==> src/rtl/debounce_scheduler_if.sv <==
// debounce_scheduler_if: button, delay and event signals shared between the scheduler and its user.
interface debounce_scheduler_if #(
   parameter int N_BTN = 4,
   parameter int CNT_W = 32
);
   localparam int IDX_W = $clog2(N_BTN);
   logic [N_BTN-1:0] in_btn;
   logic [CNT_W-1:0] delay;
   logic [N_BTN-1:0] pulse;
   logic             busy;
   logic [IDX_W-1:0] active_idx;
   logic [N_BTN-1:0] stuck;
   modport master (output in_btn, delay, input pulse, busy, active_idx, stuck);
   modport slave (input in_btn, delay, output pulse, busy, active_idx, stuck);
endinterface

==> src/rtl/debounce_scheduler.sv <==
// debounce_scheduler: one saturating hold counter shared round-robin across N_BTN active-low buttons.
// Define STUCK_TIMEOUT_EN to flag and mask buttons held STUCK_LIMIT cycles past the delay.
module debounce_scheduler #(
   parameter int N_BTN       = 4,
   parameter int CNT_W       = 32,
   parameter int STUCK_LIMIT = 50000000
) (
   input logic                 clock_i,
   input logic                 reset_n_i,
   debounce_scheduler_if.slave bus
);
   localparam int IDX_W = $clog2(N_BTN);
   typedef enum logic {SCAN, HOLD} state_t;
   state_t           state_q, state_d;
   logic [IDX_W-1:0] ptr_q, ptr_d, idx_q, idx_d, grant_idx, cand_idx, next_idx;
   logic [CNT_W-1:0] count_q, count_d, dly_q, dly_d;
   logic [N_BTN-1:0] pulse_q, pulse_d, cand;
   logic             found;
   if (N_BTN < 2 || STUCK_LIMIT < 1) begin : g_param_chk
      $error("debounce_scheduler: N_BTN must be >= 2 and STUCK_LIMIT >= 1");
   end
`ifdef STUCK_TIMEOUT_EN
   localparam logic [CNT_W-1:0] OC_LAST = CNT_W'(STUCK_LIMIT - 1);
   logic [N_BTN-1:0] mask_q, mask_d, stuck_q, stuck_d;
   logic [CNT_W-1:0] oc_q, oc_d;
   assign cand      = ~bus.in_btn & ~mask_q;
   assign bus.stuck = stuck_q;
`else
   assign cand      = ~bus.in_btn;
   assign bus.stuck = '0;
`endif
   assign next_idx       = (idx_q == IDX_W'(N_BTN - 1)) ? '0 : idx_q + IDX_W'(1);
   assign bus.pulse      = pulse_q;
   assign bus.busy       = (state_q == HOLD);
   assign bus.active_idx = idx_q;
   // round-robin search: first pressed, unmasked button at or after ptr
   always_comb begin
      found     = 1'b0;
      grant_idx = ptr_q;
      cand_idx  = ptr_q;
      for (int k = 0; k < N_BTN; k++) begin
         cand_idx = IDX_W'((int'(ptr_q) + k) % N_BTN);
         if (!found && cand[cand_idx]) begin
            found     = 1'b1;
            grant_idx = cand_idx;
         end
      end
   end
   // scheduler FSM: grant in SCAN, count the hold and judge the release in HOLD
   always_comb begin
      state_d = state_q;
      ptr_d   = ptr_q;
      idx_d   = idx_q;
      count_d = count_q;
      dly_d   = dly_q;
      pulse_d = '0;
`ifdef STUCK_TIMEOUT_EN
      mask_d  = mask_q & ~bus.in_btn;
      stuck_d = stuck_q & ~bus.in_btn;
      oc_d    = oc_q;
`endif
      if (state_q == SCAN) begin
         if (found) begin
            idx_d   = grant_idx;
            dly_d   = bus.delay;
            count_d = '0;
            state_d = HOLD;
`ifdef STUCK_TIMEOUT_EN
            oc_d    = '0;
`endif
         end
      end else if (bus.in_btn[idx_q]) begin
         pulse_d[idx_q] = (count_q == dly_q);
         count_d        = '0;
         ptr_d          = next_idx;
         state_d        = SCAN;
      end else if (count_q < dly_q) begin
         count_d = count_q + CNT_W'(1);
`ifdef STUCK_TIMEOUT_EN
      end else if (oc_q == OC_LAST) begin
         stuck_d[idx_q] = 1'b1;
         mask_d[idx_q]  = 1'b1;
         count_d        = '0;
         ptr_d          = next_idx;
         state_d        = SCAN;
      end else begin
         oc_d = oc_q + CNT_W'(1);
`endif
      end
   end
   // state registers with synchronous active-low reset
   always_ff @(posedge clock_i) begin
      if (!reset_n_i) begin
         state_q <= SCAN;
         ptr_q   <= '0;
         idx_q   <= '0;
         count_q <= '0;
         dly_q   <= '0;
         pulse_q <= '0;
`ifdef STUCK_TIMEOUT_EN
         mask_q  <= '0;
         stuck_q <= '0;
         oc_q    <= '0;
`endif
      end else begin
         state_q <= state_d;
         ptr_q   <= ptr_d;
         idx_q   <= idx_d;
         count_q <= count_d;
         dly_q   <= dly_d;
         pulse_q <= pulse_d;
`ifdef STUCK_TIMEOUT_EN
         mask_q  <= mask_d;
         stuck_q <= stuck_d;
         oc_q    <= oc_d;
`endif
      end
   end
endmodule

==> src/flat_wrapper.sv <==
// flat-port wrapper written by rule: the top's interface ports become plain ports
module debounce_scheduler_flat 
#(
   parameter int N_BTN       = 4,
   parameter int CNT_W       = 32,
   parameter int STUCK_LIMIT = 50000000
)
  (clock_i, reset_n_i, bus_in_btn, bus_delay, bus_pulse, bus_busy, bus_active_idx, bus_stuck);
  debounce_scheduler_if #(.N_BTN(N_BTN), .CNT_W(CNT_W)) bus_i ();
  input logic clock_i;
  input logic reset_n_i;
  input wire logic [$bits(bus_i.in_btn)-1:0] bus_in_btn;
  input wire logic [$bits(bus_i.delay)-1:0] bus_delay;
  output wire logic [$bits(bus_i.pulse)-1:0] bus_pulse;
  output wire logic [$bits(bus_i.busy)-1:0] bus_busy;
  output wire logic [$bits(bus_i.active_idx)-1:0] bus_active_idx;
  output wire logic [$bits(bus_i.stuck)-1:0] bus_stuck;
  assign bus_i.in_btn = bus_in_btn;
  assign bus_i.delay = bus_delay;
  assign bus_pulse = bus_i.pulse;
  assign bus_busy = bus_i.busy;
  assign bus_active_idx = bus_i.active_idx;
  assign bus_stuck = bus_i.stuck;
  debounce_scheduler #(.N_BTN(N_BTN), .CNT_W(CNT_W), .STUCK_LIMIT(STUCK_LIMIT)) u_core (.clock_i(clock_i), .reset_n_i(reset_n_i), .bus(bus_i));
endmodule
==> config.mk <==
export PLATFORM = sky130hd
export DESIGN_NAME = debounce_scheduler_flat
export DESIGN_NICKNAME = d
export VERILOG_FILES = /design/src/rtl/debounce_scheduler_if.sv /design/src/rtl/debounce_scheduler.sv /design/src/flat_wrapper.sv
export SDC_FILE = /design/constraint.sdc
export NUM_CORES = 1
export LEC_CHECK = 0
export ABC_AREA = 1
export CORE_MARGIN = 3
export CORE_UTILIZATION = 40
export CTS_BUF_LIST = sky130_fd_sc_hd__clkbuf_16
export DETAILED_ROUTE_END_ITERATION = 7
export GPL_ROUTABILITY_DRIVEN = 0
export PLACE_DENSITY = 0.58
export SYNTH_ARGS = -nofsm -noshare
export SYNTH_HDL_FRONTEND = slang
export SYNTH_SLANG_ARGS = --single-unit
==> constraint.sdc <==
create_clock -name clock_i -period 2.7 [get_ports clock_i]
set_input_delay 0.675 -clock clock_i [delete_from_list [all_inputs] [get_ports clock_i]]
set_output_delay 0.675 -clock clock_i [all_outputs]
set_load 0.02 [all_outputs]
After elaboration in Yosys (flattened, before gate mapping)
Index checks and enable logic that the tools add are counted.
{"block": "word_totals", "register_bits": 73, "latchBits": 0, "ram_bits": 0, "rom_bits": 0, "input_bits": 38, "out_inout_bits": 11, "wordCells": 63, "n_memories": 0}
{"block": "op_classes", "addsub": 5, "multipliers": 0, "div_mod_pow": 0, "order_cmp": 7, "eq_ne": 3, "n_shift": 0, "mux": 27, "bitwise": 3, "reduce_logical": 12}
{"cell": "$mux 32", "n": 4}
{"cell": "$add 32x1->32 const B", "n": 1}
{"cell": "$eq 32x32->1", "n": 1}
{"cell": "$lt 32x32->1", "n": 1}
{"cell": "$lt 2x3->1 const B", "n": 5}
{"cell": "$mux 1", "n": 13}
{"cell": "$bmux 1 s2", "n": 5}
{"cell": "$mux 2", "n": 4}
{"cell": "$reduce_and 2->1", "n": 3}
{"cell": "$add 2x1->2 const B", "n": 2}
{"cell": "$add 2x2->2 const B", "n": 2}
{"cell": "$and 4x4->4", "n": 1}
{"cell": "$logic_and 1x1->1", "n": 4}
{"cell": "$not 4->4", "n": 1}
{"cell": "$logic_not 1->1", "n": 3}
{"cell": "$ne 3x3->1 const B", "n": 1}
{"cell": "$reduce_and 3->1", "n": 1}
{"cell": "$demux 1 s2", "n": 1}
{"cell": "$eq 2x2->1 const B", "n": 1}
{"cell": "$ge 2x1->1 const B", "n": 1}
{"cell": "$reduce_bool 2->1", "n": 1}
{"cell": "$not 1->1", "n": 1}

Depth between registers and ports, before layout
{"block": "depth", "word_depth": 15, "ltp_mapped": 18, "ltp_nobuf": 17}

Worst setup path after synthesis
OpenSTA, ideal clock, no wires.
{"block": "synth_path", "kind": "input to register", "startpoint": "input port bus_in_btn[1]", "endpoint": "register u_core.count_q[26]", "t_arrival_ns": 1.765, "t_required_ns": 2.568, "path_slack_ns": 0.803, "path_stages": 11, "n_path_buf": 2, "cell_sequence": "inv_1 > nand2_1 > nand3_1 > nand2_2 > nand4_2 > a21oi_4 > nand2_2 > buf_6 > buf_6 > nand2_1 > a21oi_1"}
{"block": "synth_via", "elab_chain_len": 15, "elab_cells_between_ends": 26, "cone_classes": "1 x eq/ne; 16 x mux; 1 x bitwise; 8 x reduce/logical"}
{"item": "start: declaration", "line_no": "flat_wrapper.sv:12", "text": "input wire logic [$bits(bus_i.in_btn)-1:0] bus_in_btn;"}
{"item": "$not 4->4", "line_no": "debounce_scheduler.sv:29", "text": "assign cand = ~bus.in_btn;"}
{"item": "$bmux 1 s2", "line_no": "debounce_scheduler.sv:43", "text": "if (!found && cand[cand_idx]) begin"}
{"item": "$mux 1 (implied by the code)", "line_no": "debounce_scheduler.sv:43"}
{"item": "$mux 1", "line_no": "debounce_scheduler.sv:43"}
{"item": "$logic_not 1->1", "line_no": "debounce_scheduler.sv:43"}
{"item": "$logic_and 1x1->1", "line_no": "debounce_scheduler.sv:43"}
{"item": "$mux 1", "line_no": "debounce_scheduler.sv:43"}
{"item": "$logic_not 1->1", "line_no": "debounce_scheduler.sv:43"}
{"item": "$logic_and 1x1->1", "line_no": "debounce_scheduler.sv:43"}
{"item": "$mux 1", "line_no": "debounce_scheduler.sv:43"}
{"item": "$logic_not 1->1", "line_no": "debounce_scheduler.sv:43"}
{"item": "$logic_and 1x1->1", "line_no": "debounce_scheduler.sv:43"}
{"item": "$mux 1", "line_no": "debounce_scheduler.sv:43"}
{"item": "$reduce_bool 2->1 (no source line)"}
{"item": "$reduce_and 2->1 (no source line)"}
{"item": "end signal: assignment", "line_no": "debounce_scheduler.sv:109", "text": "count_q <= count_d;"}
{"item": "end: declaration", "line_no": "debounce_scheduler.sv:16", "text": "logic [CNT_W-1:0] count_q, count_d, dly_q, dly_d;"}
Several ways; a longest one is shown, not always the timed one. The select of a mux whose other input is x is not followed.
A chain may end at the register's enable or synchronous reset.

Worst setup path in the final report
{"block": "layout_path", "startpoint": "input port bus_in_btn[3]", "endpoint": "register u_core.count_q[20]"}
The elaborated chain is that of the path after synthesis.

==> qor.yml <==
floorplanning:
  rows: 39
  die_height_um: 115
  start_util_pct: 41.3
  fp.dieArea_um2: 13200
  ios: 49
  core_area_um2: 11500
  dieWidth_um: 115
final_layout:
  final_cells: 938
  utilization_pct: 48.9
  final_nets: 866
  fillers: 1225
  antennaDiodeCount: 0
  fin_area_um2: 5630
  area_growth_pct: 18.5
  drive_gt1_share_pct: 4.78
  multi_input_area_um2: 2800
  seq_area_um2: 1460
worst_setup_path:
  slowest_stage: "clkdlybuf4s50_1"
  start_kind: "input port"
  crit_required_ns: 2.97
  r2r_end: "u_core.count_q[24]$_SDFFE_PN0P_"
  cp-startpoint: "bus_in_btn[3]"
  crit_family: "buffers and inverters"
  ff2ff_path_depth: 11
  r2r_start: "u_core.count_q[0]$_SDFFE_PN0P_"
  cp_data_arrival_time_ns: 2.45
  crit_buf_inv: 3
  worst_path_most_repeated_cell: "nand3_1"
  path_depth: 10
  path_cells: "clkdlybuf4s50_1 -> inv_1 -> nand2_1 -> nand3_1 -> nand2_2 -> nand4_2 -> a21oi_4 -> buf_4 -> nand3_1 -> a21oi_1"
  endpoint_kind: "flop"
  crit_path_max_incr_delay_ns: 0.51
  path_class: "in2reg"
  path_max_fanout: 26
  endpoint: "u_core.count_q[20]$_SDFFE_PN0P_"
  r2r_slack_ns: 0.53
routing:
  routedWlPerCell_um: 12.9
  wl_um: 12100
  drcViolationCount: 0
  vias_per_cell: 5.05
  drt-initial-drc-count: 235
  firstDrtPassIters: 5
  antenna_left: 0
  dr_total_vias: 4735
clocking:
  cts_sinks: 73
  insertion_delay_ns: 0.34
  numCtsBuffers: 9
  cts_tree: "yes"
  cts_hold_buf: 0
  clkTransAtPathRegs_ns: 0.05
  cts_buffer_depth: 2
  ctsResizeCount: 0
  postCtsSetupBuffers: 0
  cts-root-buf: "clkbuf_16"
  cts_htree_levels: 3
synth:
  synth-edff-count: 0
  async_flop_share_pct: 0
  avgSynthCellArea_um2: 6.36
  ys_top_cells_by_count: "nand2_1, nor2_1, inv_1, a21oi_1, dfxtp_1"
  ys_ff_latch: 73
  syn_area_um2: 4760
  yosysTopAreaCellShare_pct: 30.7
  synth_most_common_cell: "nand2_1"
  synthCells: 748
  ys.flop_type: "dfxtp_1"
  ys_warn_count: 0
  synth_area_leaders: "dfxtp_1, nand2_1, ha_1"
  ys_seq_area_share_pct: 30.7
  ys_types: 31
  yosysTopAreaCell: "dfxtp_1"
place:
  dpl_cell_area_um2: 5360
  dp.cells: 923
  io_buffers: 44
  hpwl_um: 9390
  preCtsSetupSlack_ns: 0.189
timing:
  finalHoldViolCount: 0
  fin_crit_ns: 2.18
  layout_setup_ws_ns: 0.516
  final.setup.tns_ns: 0
  timing.hold.ws_ns: 0.456
  drv_slew: 0
  rsz0062_at_grt: "false"
  fin_crit_sh_pct: 80.9
  finClkSkew_ns: 0.00519
  fmax_mhz: 458
  setup_viol: 0
global_routing:
  grt_max_degree: 41
  track_usage_pct: 19.9
  grt_use_met3_pct: 3.37
  gr-total-overflow: 0
  grt_util_met1_pct: 24.7
  grt_pass1_wl_um: 21100
  grt_pass1_vias: 4547
  gr-usage-met2_pct: 33.3
  antenna_found_initial: 0
  gr-max-usage-layer: "met2"
power:
  power.total_mw: 4.19
  combPwrFrac_pct: 39.4
  p_int_mw: 2.54
  peakVddDrop_mv: 0.568
  clockPowerShare_pct: 27.1
  p_seq_share_pct: 33.5
  p_leak_nw: 2.37
  pwr_density_cell_nw_per_um2: 743
  swShare_pct: 39.2
  p_sw_mw: 1.64
outcome:
  status: "complete, no violations"
worst_hold_path:
  hold_class: "reg2reg"
  holdPathStages: 2
  worstHoldStart: "u_core.dly_q[22]$_SDFFE_PN0P_"
flow_run:
  drv_cap: 0
[layout make-up]
cell class                 count  share of cell area [%]
timing repair buffer          60                    10.4
clock buffer                   9                    4.00
multi-input combinational    559                    49.7
sequential                    73                    25.9
clock inverter                 6                   0.888
tap                          143                    3.18
inverter                      88                    5.91
[routing by layer]
layer	up-vias	share of wire (%)	wire length, µm
met3	29	5.0	607
li1	2493	-	-
met1	2097	45	5500
met4	0	3.3	396
met2	116	46	5590
met5	-	0	0
[logic make-up (layout without fill, tap and decap cells)]
group,count (synthesis),after routing,synth area share [%]
AOI/OAI and AO/OA,123,123,13.4
DFF,73,73,30.7
other,1,4,0.0789
xor gates and xnor gates,9,9,1.66
buffers and inverters,119,163,10.7
and+or+nand+nor,386,386,33.8
adders and majority gates,37,37,9.73
[sequential cells by signal, summed over array words and instances (netlist names)]
register,cells
u_core.count_q,32
u_core.dly_q,32
u_core.bus.pulse,4
u_core.bus.active_idx,2
u_core.ptr_q,2
u_core.bus.busy,1
[cells in the final DEF (no fill, tap or decap)]
master	instances
inv_4	1
nand2_2	5
nor4_1	1
bufinv_16	1
clkbuf_16	9
a21o_1	1
buf_12	2
conb_1	4
or2_2	2
clkdlybuf4s50_1	44
xor2_1	4
xnor2_1	5
a31oi_1	1
nand4_2	1
a21oi_1	76
inv_2	1
inv_1	85
a211oi_1	1
a21oi_4	1
nand3_1	67
nor3b_1	3
nand4_1	4
o21a_1	1
buf_4	14
o21ai_0	42
clkinv_1	5
nand3b_1	1
nor2_1	90
ha_1	37
dfxtp_1	73
clkinv_2	1
nor3_1	17
nand2_1	195
[worst register-to-register path: cells and delay by family, from the launching register on]
family / cells / cell delay, ns
buffers and inverters: 1 / 0.19
adders and majority gates: 1 / 0.34
and+or+nand+nor: 8 / 1.04
DFF: 1 / 0.43
AOI/OAI and AO/OA: 1 / 0.11
[how the worst min path moves through the flow]
stage,to
finish,u_core.dly_q[22]$_SDFFE_PN0P_
global route,u_core.dly_q[6]$_SDFFE_PN0P_
CTS,u_core.dly_q[22]$_SDFFE_PN0P_
detailed placement,u_core.dly_q[30]$_SDFFE_PN0P_
global placement,u_core.dly_q[29]$_SDFFE_PN0P_
floorplan,u_core.dly_q[10]$_SDFFE_PN0P_
[power groups by stage]
stage               clock network [mW]  logic (mW)  registers, mW
finish                            1.13        1.65           1.40
global route                      1.21        1.92           1.43
CTS                               1.16        1.66           1.40
detailed placement                   0        1.65           1.42
global placement                     0        1.60           1.42
floorplan                            0        1.20           1.40
(Power assumes the default switching activity.)
